--- src/rtl/core2axi_pkg.sv ---
// rtl/core2axi_pkg.sv - Shared AXI constants, tracker entry type and lane helper for core2axi_ot
package core2axi_pkg;

   localparam logic [1:0] AXI_BURST_INCR  = 2'b01;
   localparam logic [2:0] AXI_SIZE_4B     = 3'b010;
   localparam logic [1:0] AXI_RESP_OKAY   = 2'b00;
   localparam logic [1:0] AXI_RESP_EXOKAY = 2'b01;
   localparam logic [1:0] AXI_RESP_SLVERR = 2'b10;
   localparam logic [1:0] AXI_RESP_DECERR = 2'b11;

   // Lane field is sized for the widest bus (128 bits = four 32-bit lanes).
   typedef struct packed {
      logic       we;
      logic [1:0] lane;
   } txn_entry_t;

   function automatic logic [1:0] lane_sel(input logic [3:0] addr_lo, input int axi_dw);
      logic [1:0] mask;
      mask = 2'((axi_dw / 32) - 1);
      return addr_lo[3:2] & mask;
   endfunction

endpackage

--- src/rtl/core2axi_ot_if.sv ---
// rtl/core2axi_ot_if.sv - AXI4 single-beat master bus bundle used by core2axi_ot
interface core2axi_ot_if #(
   parameter int ADDR_WIDTH     = 32,
   parameter int AXI_DATA_WIDTH = 32,
   parameter int ID_WIDTH       = 4
);
   logic [ID_WIDTH-1:0]         aw_id_o;
   logic [ADDR_WIDTH-1:0]       aw_addr_o;
   logic [7:0]                  aw_len_o;
   logic [2:0]                  aw_size_o;
   logic [1:0]                  aw_burst_o;
   logic [2:0]                  aw_prot_o;
   logic                        aw_valid_o;
   logic                        aw_ready_i;

   logic [AXI_DATA_WIDTH-1:0]   w_data_o;
   logic [AXI_DATA_WIDTH/8-1:0] w_strb_o;
   logic                        w_last_o;
   logic                        w_valid_o;
   logic                        w_ready_i;

   logic [ID_WIDTH-1:0]         b_id_i;
   logic [1:0]                  b_resp_i;
   logic                        b_valid_i;
   logic                        b_ready_o;

   logic [ID_WIDTH-1:0]         ar_id_o;
   logic [ADDR_WIDTH-1:0]       ar_addr_o;
   logic [7:0]                  ar_len_o;
   logic [2:0]                  ar_size_o;
   logic [1:0]                  ar_burst_o;
   logic [2:0]                  ar_prot_o;
   logic                        ar_valid_o;
   logic                        ar_ready_i;

   logic [ID_WIDTH-1:0]         r_id_i;
   logic [AXI_DATA_WIDTH-1:0]   r_data_i;
   logic [1:0]                  r_resp_i;
   logic                        r_last_i;
   logic                        r_valid_i;
   logic                        r_ready_o;

   modport master (
      output aw_id_o, aw_addr_o, aw_len_o, aw_size_o, aw_burst_o, aw_prot_o, aw_valid_o,
      input  aw_ready_i,
      output w_data_o, w_strb_o, w_last_o, w_valid_o,
      input  w_ready_i,
      input  b_id_i, b_resp_i, b_valid_i,
      output b_ready_o,
      output ar_id_o, ar_addr_o, ar_len_o, ar_size_o, ar_burst_o, ar_prot_o, ar_valid_o,
      input  ar_ready_i,
      input  r_id_i, r_data_i, r_resp_i, r_last_i, r_valid_i,
      output r_ready_o
   );

   modport slave (
      input  aw_id_o, aw_addr_o, aw_len_o, aw_size_o, aw_burst_o, aw_prot_o, aw_valid_o,
      output aw_ready_i,
      input  w_data_o, w_strb_o, w_last_o, w_valid_o,
      output w_ready_i,
      output b_id_i, b_resp_i, b_valid_i,
      input  b_ready_o,
      input  ar_id_o, ar_addr_o, ar_len_o, ar_size_o, ar_burst_o, ar_prot_o, ar_valid_o,
      output ar_ready_i,
      output r_id_i, r_data_i, r_resp_i, r_last_i, r_valid_i,
      input  r_ready_o
   );

endinterface

--- src/rtl/core2axi_txn_fifo.sv ---
// rtl/core2axi_txn_fifo.sv - In-order tracker of issued transactions awaiting their R/B response
module core2axi_txn_fifo
   import core2axi_pkg::*;
#(
   parameter  int DEPTH = 4,
   localparam int PTR_W = $clog2(DEPTH),
   localparam int CNT_W = PTR_W + 1
) (
   input  logic             clk_i,
   input  logic             rst_i,
   input  logic             push,
   input  txn_entry_t       push_entry,
   input  logic             pop,
   output txn_entry_t       head,
   output logic             full,
   output logic             empty,
   output logic [CNT_W-1:0] count
);
   txn_entry_t       mem [DEPTH];
   logic [PTR_W-1:0] wr_ptr;
   logic [PTR_W-1:0] rd_ptr;
   logic             do_push;
   logic             do_pop;

   assign full    = (count == CNT_W'(DEPTH));
   assign empty   = (count == '0);
   assign do_push = push & ~full;
   assign do_pop  = pop & ~empty;
   assign head    = mem[rd_ptr];

   // DEPTH is a power of two, so the pointers wrap naturally.
   always_ff @(posedge clk_i) begin
      if (rst_i) begin
         wr_ptr <= '0;
         rd_ptr <= '0;
         count  <= '0;
      end else begin
         if (do_push) wr_ptr <= wr_ptr + PTR_W'(1);
         if (do_pop)  rd_ptr <= rd_ptr + PTR_W'(1);
         case ({do_push, do_pop})
            2'b10:   count <= count + CNT_W'(1);
            2'b01:   count <= count - CNT_W'(1);
            default: count <= count;
         endcase
      end
   end

   always_ff @(posedge clk_i) begin
      if (do_push) mem[wr_ptr] <= push_entry;
   end

endmodule

--- src/rtl/core2axi_ot.sv ---
// rtl/core2axi_ot.sv - Core req/gnt/rvalid data port to AXI4 master with in-order outstanding transactions
module core2axi_ot
   import core2axi_pkg::*;
#(
   parameter int                  ADDR_WIDTH      = 32,
   parameter int                  AXI_DATA_WIDTH  = 32,
   parameter int                  ID_WIDTH        = 4,
   parameter logic [ID_WIDTH-1:0] AXI_ID          = '0,
   parameter int                  MAX_OUTSTANDING = 4
) (
   input  logic                  clk_i,
   input  logic                  rst_i,
   input  logic                  data_req_i,
   output logic                  data_gnt_o,
   output logic                  data_rvalid_o,
   input  logic [ADDR_WIDTH-1:0] data_addr_i,
   input  logic                  data_we_i,
   input  logic [3:0]            data_be_i,
   input  logic [31:0]           data_wdata_i,
   output logic [31:0]           data_rdata_o,
   output logic                  data_err_o,
   core2axi_ot_if.master         axi
);
   localparam int LANES  = AXI_DATA_WIDTH / 32;
   localparam int STRB_W = AXI_DATA_WIDTH / 8;
   localparam int CNT_W  = $clog2(MAX_OUTSTANDING) + 1;

   logic                      ar_pend, aw_pend, w_pend;
   logic [ADDR_WIDTH-1:0]     iss_addr;
   logic [3:0]                iss_be;
   logic [31:0]               iss_wdata;
   logic [1:0]                iss_lane;
   logic                      busy, last_done, stage_free;
   txn_entry_t                push_entry, head;
   logic                      fifo_full, fifo_empty, pop;
   logic [CNT_W-1:0]          track_count;
   logic                      rsp_r, rsp_b;
   logic [AXI_DATA_WIDTH-1:0] r_shift;
   logic                      unused_bits;

   // The stage may take a new request in the same cycle its last pending handshake completes.
   always_comb begin
      busy       = ar_pend | aw_pend | w_pend;
      last_done  = busy & (~ar_pend | axi.ar_ready_i) & (~aw_pend | axi.aw_ready_i)
                        & (~w_pend | axi.w_ready_i);
      stage_free = ~busy | last_done;
   end

   assign data_gnt_o = data_req_i & stage_free & (track_count < CNT_W'(MAX_OUTSTANDING));

   always_ff @(posedge clk_i) begin
      if (rst_i) begin
         ar_pend   <= 1'b0;
         aw_pend   <= 1'b0;
         w_pend    <= 1'b0;
         iss_addr  <= '0;
         iss_be    <= '0;
         iss_wdata <= '0;
      end else begin
         if (ar_pend && axi.ar_ready_i) ar_pend <= 1'b0;
         if (aw_pend && axi.aw_ready_i) aw_pend <= 1'b0;
         if (w_pend && axi.w_ready_i)   w_pend  <= 1'b0;
         if (data_gnt_o) begin
            ar_pend   <= ~data_we_i;
            aw_pend   <= data_we_i;
            w_pend    <= data_we_i;
            iss_addr  <= data_addr_i;
            iss_be    <= data_be_i;
            iss_wdata <= data_wdata_i;
         end
      end
   end

   assign iss_lane       = lane_sel(iss_addr[3:0], AXI_DATA_WIDTH);
   assign axi.aw_id_o    = AXI_ID;
   assign axi.aw_addr_o  = {iss_addr[ADDR_WIDTH-1:2], 2'b00};
   assign axi.aw_len_o   = 8'd0;
   assign axi.aw_size_o  = AXI_SIZE_4B;
   assign axi.aw_burst_o = AXI_BURST_INCR;
   assign axi.aw_prot_o  = 3'b000;
   assign axi.aw_valid_o = aw_pend;
   assign axi.w_data_o   = {LANES{iss_wdata}};
   assign axi.w_strb_o   = STRB_W'(iss_be) << {iss_lane, 2'b00};
   assign axi.w_last_o   = 1'b1;
   assign axi.w_valid_o  = w_pend;
   assign axi.ar_id_o    = AXI_ID;
   assign axi.ar_addr_o  = {iss_addr[ADDR_WIDTH-1:2], 2'b00};
   assign axi.ar_len_o   = 8'd0;
   assign axi.ar_size_o  = AXI_SIZE_4B;
   assign axi.ar_burst_o = AXI_BURST_INCR;
   assign axi.ar_prot_o  = 3'b000;
   assign axi.ar_valid_o = ar_pend;

   assign push_entry = '{we: data_we_i, lane: lane_sel(data_addr_i[3:0], AXI_DATA_WIDTH)};

   core2axi_txn_fifo #(.DEPTH(MAX_OUTSTANDING)) u_tracker (
      .clk_i      (clk_i),
      .rst_i      (rst_i),
      .push       (data_gnt_o),
      .push_entry (push_entry),
      .pop        (pop),
      .head       (head),
      .full       (fifo_full),
      .empty      (fifo_empty),
      .count      (track_count)
   );

   // Only the channel matching the oldest transaction is ever ready, which keeps responses in order.
   assign axi.r_ready_o = ~fifo_empty & ~head.we;
   assign axi.b_ready_o = ~fifo_empty & head.we;
   assign rsp_r         = axi.r_valid_i & axi.r_ready_o;
   assign rsp_b         = axi.b_valid_i & axi.b_ready_o;
   assign pop           = rsp_r | rsp_b;
   assign r_shift       = axi.r_data_i >> {head.lane, 5'b00000};

   always_ff @(posedge clk_i) begin
      if (rst_i) begin
         data_rvalid_o <= 1'b0;
         data_rdata_o  <= '0;
         data_err_o    <= 1'b0;
      end else begin
         data_rvalid_o <= pop;
         data_rdata_o  <= rsp_r ? r_shift[31:0] : 32'd0;
         data_err_o    <= rsp_r ? (axi.r_resp_i != AXI_RESP_OKAY) :
                          rsp_b ? (axi.b_resp_i != AXI_RESP_OKAY) : 1'b0;
      end
   end

   assign unused_bits = ^{axi.r_id_i, axi.b_id_i, axi.r_last_i, fifo_full, r_shift, iss_addr};

endmodule

--- src/flat_wrapper.sv ---
// flat-port wrapper written by rule: the top's interface ports become plain ports
module core2axi_ot_flat import core2axi_pkg::*;
#(
   parameter int                  ADDR_WIDTH      = 32,
   parameter int                  AXI_DATA_WIDTH  = 32,
   parameter int                  ID_WIDTH        = 4,
   parameter logic [ID_WIDTH-1:0] AXI_ID          = '0,
   parameter int                  MAX_OUTSTANDING = 4
)
  (clk_i, rst_i, data_req_i, data_gnt_o, data_rvalid_o, data_addr_i, data_we_i, data_be_i, data_wdata_i, data_rdata_o, data_err_o, axi_aw_id_o, axi_aw_addr_o, axi_aw_len_o, axi_aw_size_o, axi_aw_burst_o, axi_aw_prot_o, axi_aw_valid_o, axi_aw_ready_i, axi_w_data_o, axi_w_strb_o, axi_w_last_o, axi_w_valid_o, axi_w_ready_i, axi_b_id_i, axi_b_resp_i, axi_b_valid_i, axi_b_ready_o, axi_ar_id_o, axi_ar_addr_o, axi_ar_len_o, axi_ar_size_o, axi_ar_burst_o, axi_ar_prot_o, axi_ar_valid_o, axi_ar_ready_i, axi_r_id_i, axi_r_data_i, axi_r_resp_i, axi_r_last_i, axi_r_valid_i, axi_r_ready_o);
  core2axi_ot_if #(.ADDR_WIDTH(ADDR_WIDTH), .AXI_DATA_WIDTH(AXI_DATA_WIDTH), .ID_WIDTH(ID_WIDTH)) axi_i ();
  input  logic clk_i;
  input  logic rst_i;
  input  logic data_req_i;
  output logic data_gnt_o;
  output logic data_rvalid_o;
  input  logic [ADDR_WIDTH-1:0] data_addr_i;
  input  logic data_we_i;
  input  logic [3:0] data_be_i;
  input  logic [31:0] data_wdata_i;
  output logic [31:0] data_rdata_o;
  output logic data_err_o;
  output wire logic [$bits(axi_i.aw_id_o)-1:0] axi_aw_id_o;
  output wire logic [$bits(axi_i.aw_addr_o)-1:0] axi_aw_addr_o;
  output wire logic [$bits(axi_i.aw_len_o)-1:0] axi_aw_len_o;
  output wire logic [$bits(axi_i.aw_size_o)-1:0] axi_aw_size_o;
  output wire logic [$bits(axi_i.aw_burst_o)-1:0] axi_aw_burst_o;
  output wire logic [$bits(axi_i.aw_prot_o)-1:0] axi_aw_prot_o;
  output wire logic [$bits(axi_i.aw_valid_o)-1:0] axi_aw_valid_o;
  input wire logic [$bits(axi_i.aw_ready_i)-1:0] axi_aw_ready_i;
  output wire logic [$bits(axi_i.w_data_o)-1:0] axi_w_data_o;
  output wire logic [$bits(axi_i.w_strb_o)-1:0] axi_w_strb_o;
  output wire logic [$bits(axi_i.w_last_o)-1:0] axi_w_last_o;
  output wire logic [$bits(axi_i.w_valid_o)-1:0] axi_w_valid_o;
  input wire logic [$bits(axi_i.w_ready_i)-1:0] axi_w_ready_i;
  input wire logic [$bits(axi_i.b_id_i)-1:0] axi_b_id_i;
  input wire logic [$bits(axi_i.b_resp_i)-1:0] axi_b_resp_i;
  input wire logic [$bits(axi_i.b_valid_i)-1:0] axi_b_valid_i;
  output wire logic [$bits(axi_i.b_ready_o)-1:0] axi_b_ready_o;
  output wire logic [$bits(axi_i.ar_id_o)-1:0] axi_ar_id_o;
  output wire logic [$bits(axi_i.ar_addr_o)-1:0] axi_ar_addr_o;
  output wire logic [$bits(axi_i.ar_len_o)-1:0] axi_ar_len_o;
  output wire logic [$bits(axi_i.ar_size_o)-1:0] axi_ar_size_o;
  output wire logic [$bits(axi_i.ar_burst_o)-1:0] axi_ar_burst_o;
  output wire logic [$bits(axi_i.ar_prot_o)-1:0] axi_ar_prot_o;
  output wire logic [$bits(axi_i.ar_valid_o)-1:0] axi_ar_valid_o;
  input wire logic [$bits(axi_i.ar_ready_i)-1:0] axi_ar_ready_i;
  input wire logic [$bits(axi_i.r_id_i)-1:0] axi_r_id_i;
  input wire logic [$bits(axi_i.r_data_i)-1:0] axi_r_data_i;
  input wire logic [$bits(axi_i.r_resp_i)-1:0] axi_r_resp_i;
  input wire logic [$bits(axi_i.r_last_i)-1:0] axi_r_last_i;
  input wire logic [$bits(axi_i.r_valid_i)-1:0] axi_r_valid_i;
  output wire logic [$bits(axi_i.r_ready_o)-1:0] axi_r_ready_o;
  assign axi_aw_id_o = axi_i.aw_id_o;
  assign axi_aw_addr_o = axi_i.aw_addr_o;
  assign axi_aw_len_o = axi_i.aw_len_o;
  assign axi_aw_size_o = axi_i.aw_size_o;
  assign axi_aw_burst_o = axi_i.aw_burst_o;
  assign axi_aw_prot_o = axi_i.aw_prot_o;
  assign axi_aw_valid_o = axi_i.aw_valid_o;
  assign axi_i.aw_ready_i = axi_aw_ready_i;
  assign axi_w_data_o = axi_i.w_data_o;
  assign axi_w_strb_o = axi_i.w_strb_o;
  assign axi_w_last_o = axi_i.w_last_o;
  assign axi_w_valid_o = axi_i.w_valid_o;
  assign axi_i.w_ready_i = axi_w_ready_i;
  assign axi_i.b_id_i = axi_b_id_i;
  assign axi_i.b_resp_i = axi_b_resp_i;
  assign axi_i.b_valid_i = axi_b_valid_i;
  assign axi_b_ready_o = axi_i.b_ready_o;
  assign axi_ar_id_o = axi_i.ar_id_o;
  assign axi_ar_addr_o = axi_i.ar_addr_o;
  assign axi_ar_len_o = axi_i.ar_len_o;
  assign axi_ar_size_o = axi_i.ar_size_o;
  assign axi_ar_burst_o = axi_i.ar_burst_o;
  assign axi_ar_prot_o = axi_i.ar_prot_o;
  assign axi_ar_valid_o = axi_i.ar_valid_o;
  assign axi_i.ar_ready_i = axi_ar_ready_i;
  assign axi_i.r_id_i = axi_r_id_i;
  assign axi_i.r_data_i = axi_r_data_i;
  assign axi_i.r_resp_i = axi_r_resp_i;
  assign axi_i.r_last_i = axi_r_last_i;
  assign axi_i.r_valid_i = axi_r_valid_i;
  assign axi_r_ready_o = axi_i.r_ready_o;
  core2axi_ot #(.ADDR_WIDTH(ADDR_WIDTH), .AXI_DATA_WIDTH(AXI_DATA_WIDTH), .ID_WIDTH(ID_WIDTH), .AXI_ID(AXI_ID), .MAX_OUTSTANDING(MAX_OUTSTANDING)) u_core (.clk_i(clk_i), .rst_i(rst_i), .data_req_i(data_req_i), .data_gnt_o(data_gnt_o), .data_rvalid_o(data_rvalid_o), .data_addr_i(data_addr_i), .data_we_i(data_we_i), .data_be_i(data_be_i), .data_wdata_i(data_wdata_i), .data_rdata_o(data_rdata_o), .data_err_o(data_err_o), .axi(axi_i));
endmodule
--- config.mk ---
export PLATFORM = sky130hd
export DESIGN_NAME = core2axi_ot_flat
export DESIGN_NICKNAME = d
export VERILOG_FILES = /design/src/rtl/core2axi_pkg.sv /design/src/rtl/core2axi_ot_if.sv /design/src/rtl/core2axi_txn_fifo.sv /design/src/rtl/core2axi_ot.sv /design/src/flat_wrapper.sv
export SDC_FILE = /design/constraint.sdc
export NUM_CORES = 1
export LEC_CHECK = 0
export CORE_MARGIN = 2
export CORE_UTILIZATION = 35
export CTS_CLUSTER_SIZE = 12
export DETAILED_ROUTE_END_ITERATION = 16
export PLACE_DENSITY = 0.77
export SLEW_MARGIN = 20
export SYNTH_ARGS = -nofsm -noshare
export SYNTH_HDL_FRONTEND = slang
export SYNTH_SLANG_ARGS = --single-unit
--- constraint.sdc ---
create_clock -name clk_i -period 7 [get_ports clk_i]
set_clock_uncertainty 0.05 [all_clocks]
set_input_delay 1.4 -clock clk_i [delete_from_list [all_inputs] [get_ports clk_i]]
set_output_delay 1.4 -clock clk_i [all_outputs]
set_load 0.05 [all_outputs]
==> impl_metrics.env <==
export IMPL_cp_data_arrival_time_ps=3090
export IMPL_gp_congestion=0.797
export IMPL_holdWs_ps=403
export IMPL_ctsResizeCount=0
export IMPL_die_area_sq_um=13900
export IMPL_postRouteAntennaNets=0
export IMPL_power_w=0.00263
export IMPL_postSynthCellCount=511
export IMPL_clock_sinks=116
export IMPL_drc=0
export IMPL_fill_cells=1114
export IMPL_max_freq_ghz=0.220
export IMPL_syn_avg_cell_area_sq_um=8.86
export IMPL_postCtsSetupBuffers=0
export IMPL_yosys_warnings=0
export IMPL_area_delta_synth_final_pct=61.8
export IMPL_drt_iter0_markers=188
export IMPL_synth_area_sq_um=4530
export IMPL_synth_cell_types=30
export IMPL_io_pins=303
export IMPL_tns_ps=0
export IMPL_maxCapViolCount=0
export IMPL_final_nets=849
export IMPL_end_kind="output pin"
export IMPL_numCtsBuffers=17
export IMPL_grt_max_degree=74
export IMPL_num_vias=3946
export IMPL_antenna_cells=0
export IMPL_min_period_ps=4540
export IMPL_synth_compound_area_share_pct=8.84
export IMPL_max_slew_margin_rel_pct=49.5
export IMPL_num_rows=41
export IMPL_overflow=0
export IMPL_mostFrequentLayoutCells="245 x clkdlybuf4s50_1, 136 x nand2_1, 112 x dfxtp_1"
export IMPL_antenna_found_initial=0
export IMPL_ir_drop_mv=0.214
export IMPL_worst_pin_slew_ps=758
export IMPL_hold_path_class="register to register"
export IMPL_critPathKind="input pin to output pin"
export IMPL_initial_utilization_pct=35.9
export IMPL_period_share_pct=64.9
export IMPL_cts_path_max_buffers=2
export IMPL_path_buf_inv=3
export IMPL_p_leak_nw=2.85
export IMPL_required_ps=5550
export IMPL_clk_pin_slew_ps=50
export IMPL_wl_per_cell_um=13.6
export IMPL_ys_async_sr_fraction_pct=0
export IMPL_slowest_delay_ps=800
export IMPL_ys_seq_area_share_pct=52.2
export IMPL_cts_tree="done"
export IMPL_ys_flop_type="dfxtp_1"
export IMPL_synth_simple_area_share_pct=19.7
export IMPL_synth_edff_count=4
export IMPL_drt_vias_per_instance=4.36
export IMPL_clkLatencyLatePin_ps=400
export IMPL_final_setup_viol_count=0
export IMPL_die_y_um=118
export IMPL_wl_um=12300
export IMPL_grt_pass1_vias=3831
export IMPL_hold_depth=2
export IMPL_synthAdderAreaFrac_pct=1.82
export IMPL_power_density_nw_per_um2=359
export IMPL_grt_setup_unrepaired="no"
export IMPL_crit_path_frequent_cell="clkdlybuf4s50_1"
export IMPL_first_pass_iters=6
export IMPL_crit_chain="clkdlybuf4s50_1 > nand2b_1 > nand4_1 > inv_2 > clkdlybuf4s50_1"
export IMPL_synth_xor_area_share_pct=0.774
export IMPL_grt_use_total_pct=17.6
export IMPL_synth_top_family_by_area="simple AND/OR/NAND/NOR gates"
export IMPL_final_hold_viol_count=0
export IMPL_layout_commonest_cell="clkdlybuf4s50_1"
export IMPL_crit_path_start_kind="input pin"
export IMPL_synth_area_mux_share_pct=0.995
export IMPL_cp_slowest_cell="clkdlybuf4s50_1"
export IMPL_status="finished clean"
export IMPL_layout_drive_gt1_share_pct=9.26
export IMPL_core_sq_um=12600
export IMPL_ys_ff_latch=116
export IMPL_grt_pass1_wl_um=19500
export IMPL_dp_hpwl_um=9030
export IMPL_htree_num_levels=4
export IMPL_critPathMaxFanout=2
export IMPL_port_buffers=246
export IMPL_cp_top_family="buffers and inverters"
export IMPL_slew_violations=0
export IMPL_cts_hold_buffers=0
export IMPL_die_width_um=118
export IMPL_root_buffer="clkbuf_16"
export IMPL_path_depth=5
export IMPL_ff2ff_path_depth=9
-- final cells by class --
class / count / area [sq um] / share of cell area [%]
clock buffer: 20 / 458 / 6.25
multi-input combinational: 330 / 1630 / 22.2
timing repair buffer: 250 / 2490 / 34.0
clock inverter: 12 / 153 / 2.08
sequential: 116 / 2360 / 32.3
inverter: 6 / 22.5 / 0.308
tap: 172 / 215 / 2.94
-- routing by layer --
metal	share of wire, %	GRT usage (%)
met1	38	17.9
met5	0	0
met3	9.1	8.19
met2	52	31.7
met4	1.1	5.72
-- kinds of logic after synthesis --
group           after synthesis
simple gates                195
xor+xnor                      4
fa+ha+maj                     6
other cells                   2
buf+inv                     108
flops                       116
mux                           2
compound gates               78
-- registers in the layout (all words and copies together) (netlist names), named ones only --
name                     flops
u_core.u_tracker.wr_ptr      2
u_core.u_tracker.mem         4
u_core.iss_addr             30
u_core.data_err_o            1
u_core.data_rdata_o         32
u_core.axi.w_data_o         32
u_core.axi.w_valid_o         1
u_core.axi.aw_valid_o        1
u_core.u_tracker.count       3
u_core.data_rvalid_o         1
u_core.axi.ar_valid_o        1
u_core.axi.w_strb_o          4
u_core.u_tracker.rd_ptr      2
-- cell usage after synthesis, types with 3 or more instances --
cell      count  area share, %
clkbuf_1     15            1.2
nand2b_1      3           0.41
nor2b_1       4           0.55
inv_1         6           0.50
clkbuf_2      3           0.33
a21oi_1      73            8.1
and2_1        8            1.1
dfxtp_1     112             50
buf_4        75             12
edfxtp_1      4            2.7
nor2_1       10           0.83
buf_2         8           0.88
nand2_1     136             11
and2_2       28            4.6
ha_1          5            1.4
-- where the power goes --
group | switching, W | leakage [nW] | internal [W]
logic | 0.000634 | 1.61 | 0.000310
clock network | 0.000295 | 0.288 | 0.000580
registers | 0.0000559 | 0.952 | 0.000754
-- final timing paths --
check | from | slack [ps] | to
worst max register to register | u_core.u_tracker.count[2]$_SDFFE_PP0P_ | 4220 | u_core.u_tracker.count[2]$_SDFFE_PP0P_
worst min-delay path | u_core.axi.w_data_o[10]$_SDFFE_PP0P_ | 400 | u_core.axi.w_data_o[10]$_SDFFE_PP0P_
worst min register to register | u_core.axi.w_data_o[10]$_SDFFE_PP0P_ | 400 | u_core.axi.w_data_o[10]$_SDFFE_PP0P_
worst max-delay path | axi_ar_ready_i | 2460 | data_gnt_o
-- worst register-to-register path: stages, from the launching register on --
cell and delay, ps:
dfxtp_1 440, nor2b_1 80, nand4_1 130, buf_4 580, ha_1 310, inv_1 70, fa_1 430, xor2_1 160
or3_1 320, a21oi_1 140
-- stage by stage --
stage	setup WS [ps]	area, sq um	cells	utilization (%)
final	2460	7320	906	58.0
after global placement	2510	6710	874	53.2
after global routing	2420	7320	906	58.0
after floorplan	3250	4690	554	-
after detailed placement	2450	6710	874	53.2
after CTS	2450	7320	906	58.0
Power figures use the tool's default switching activity.
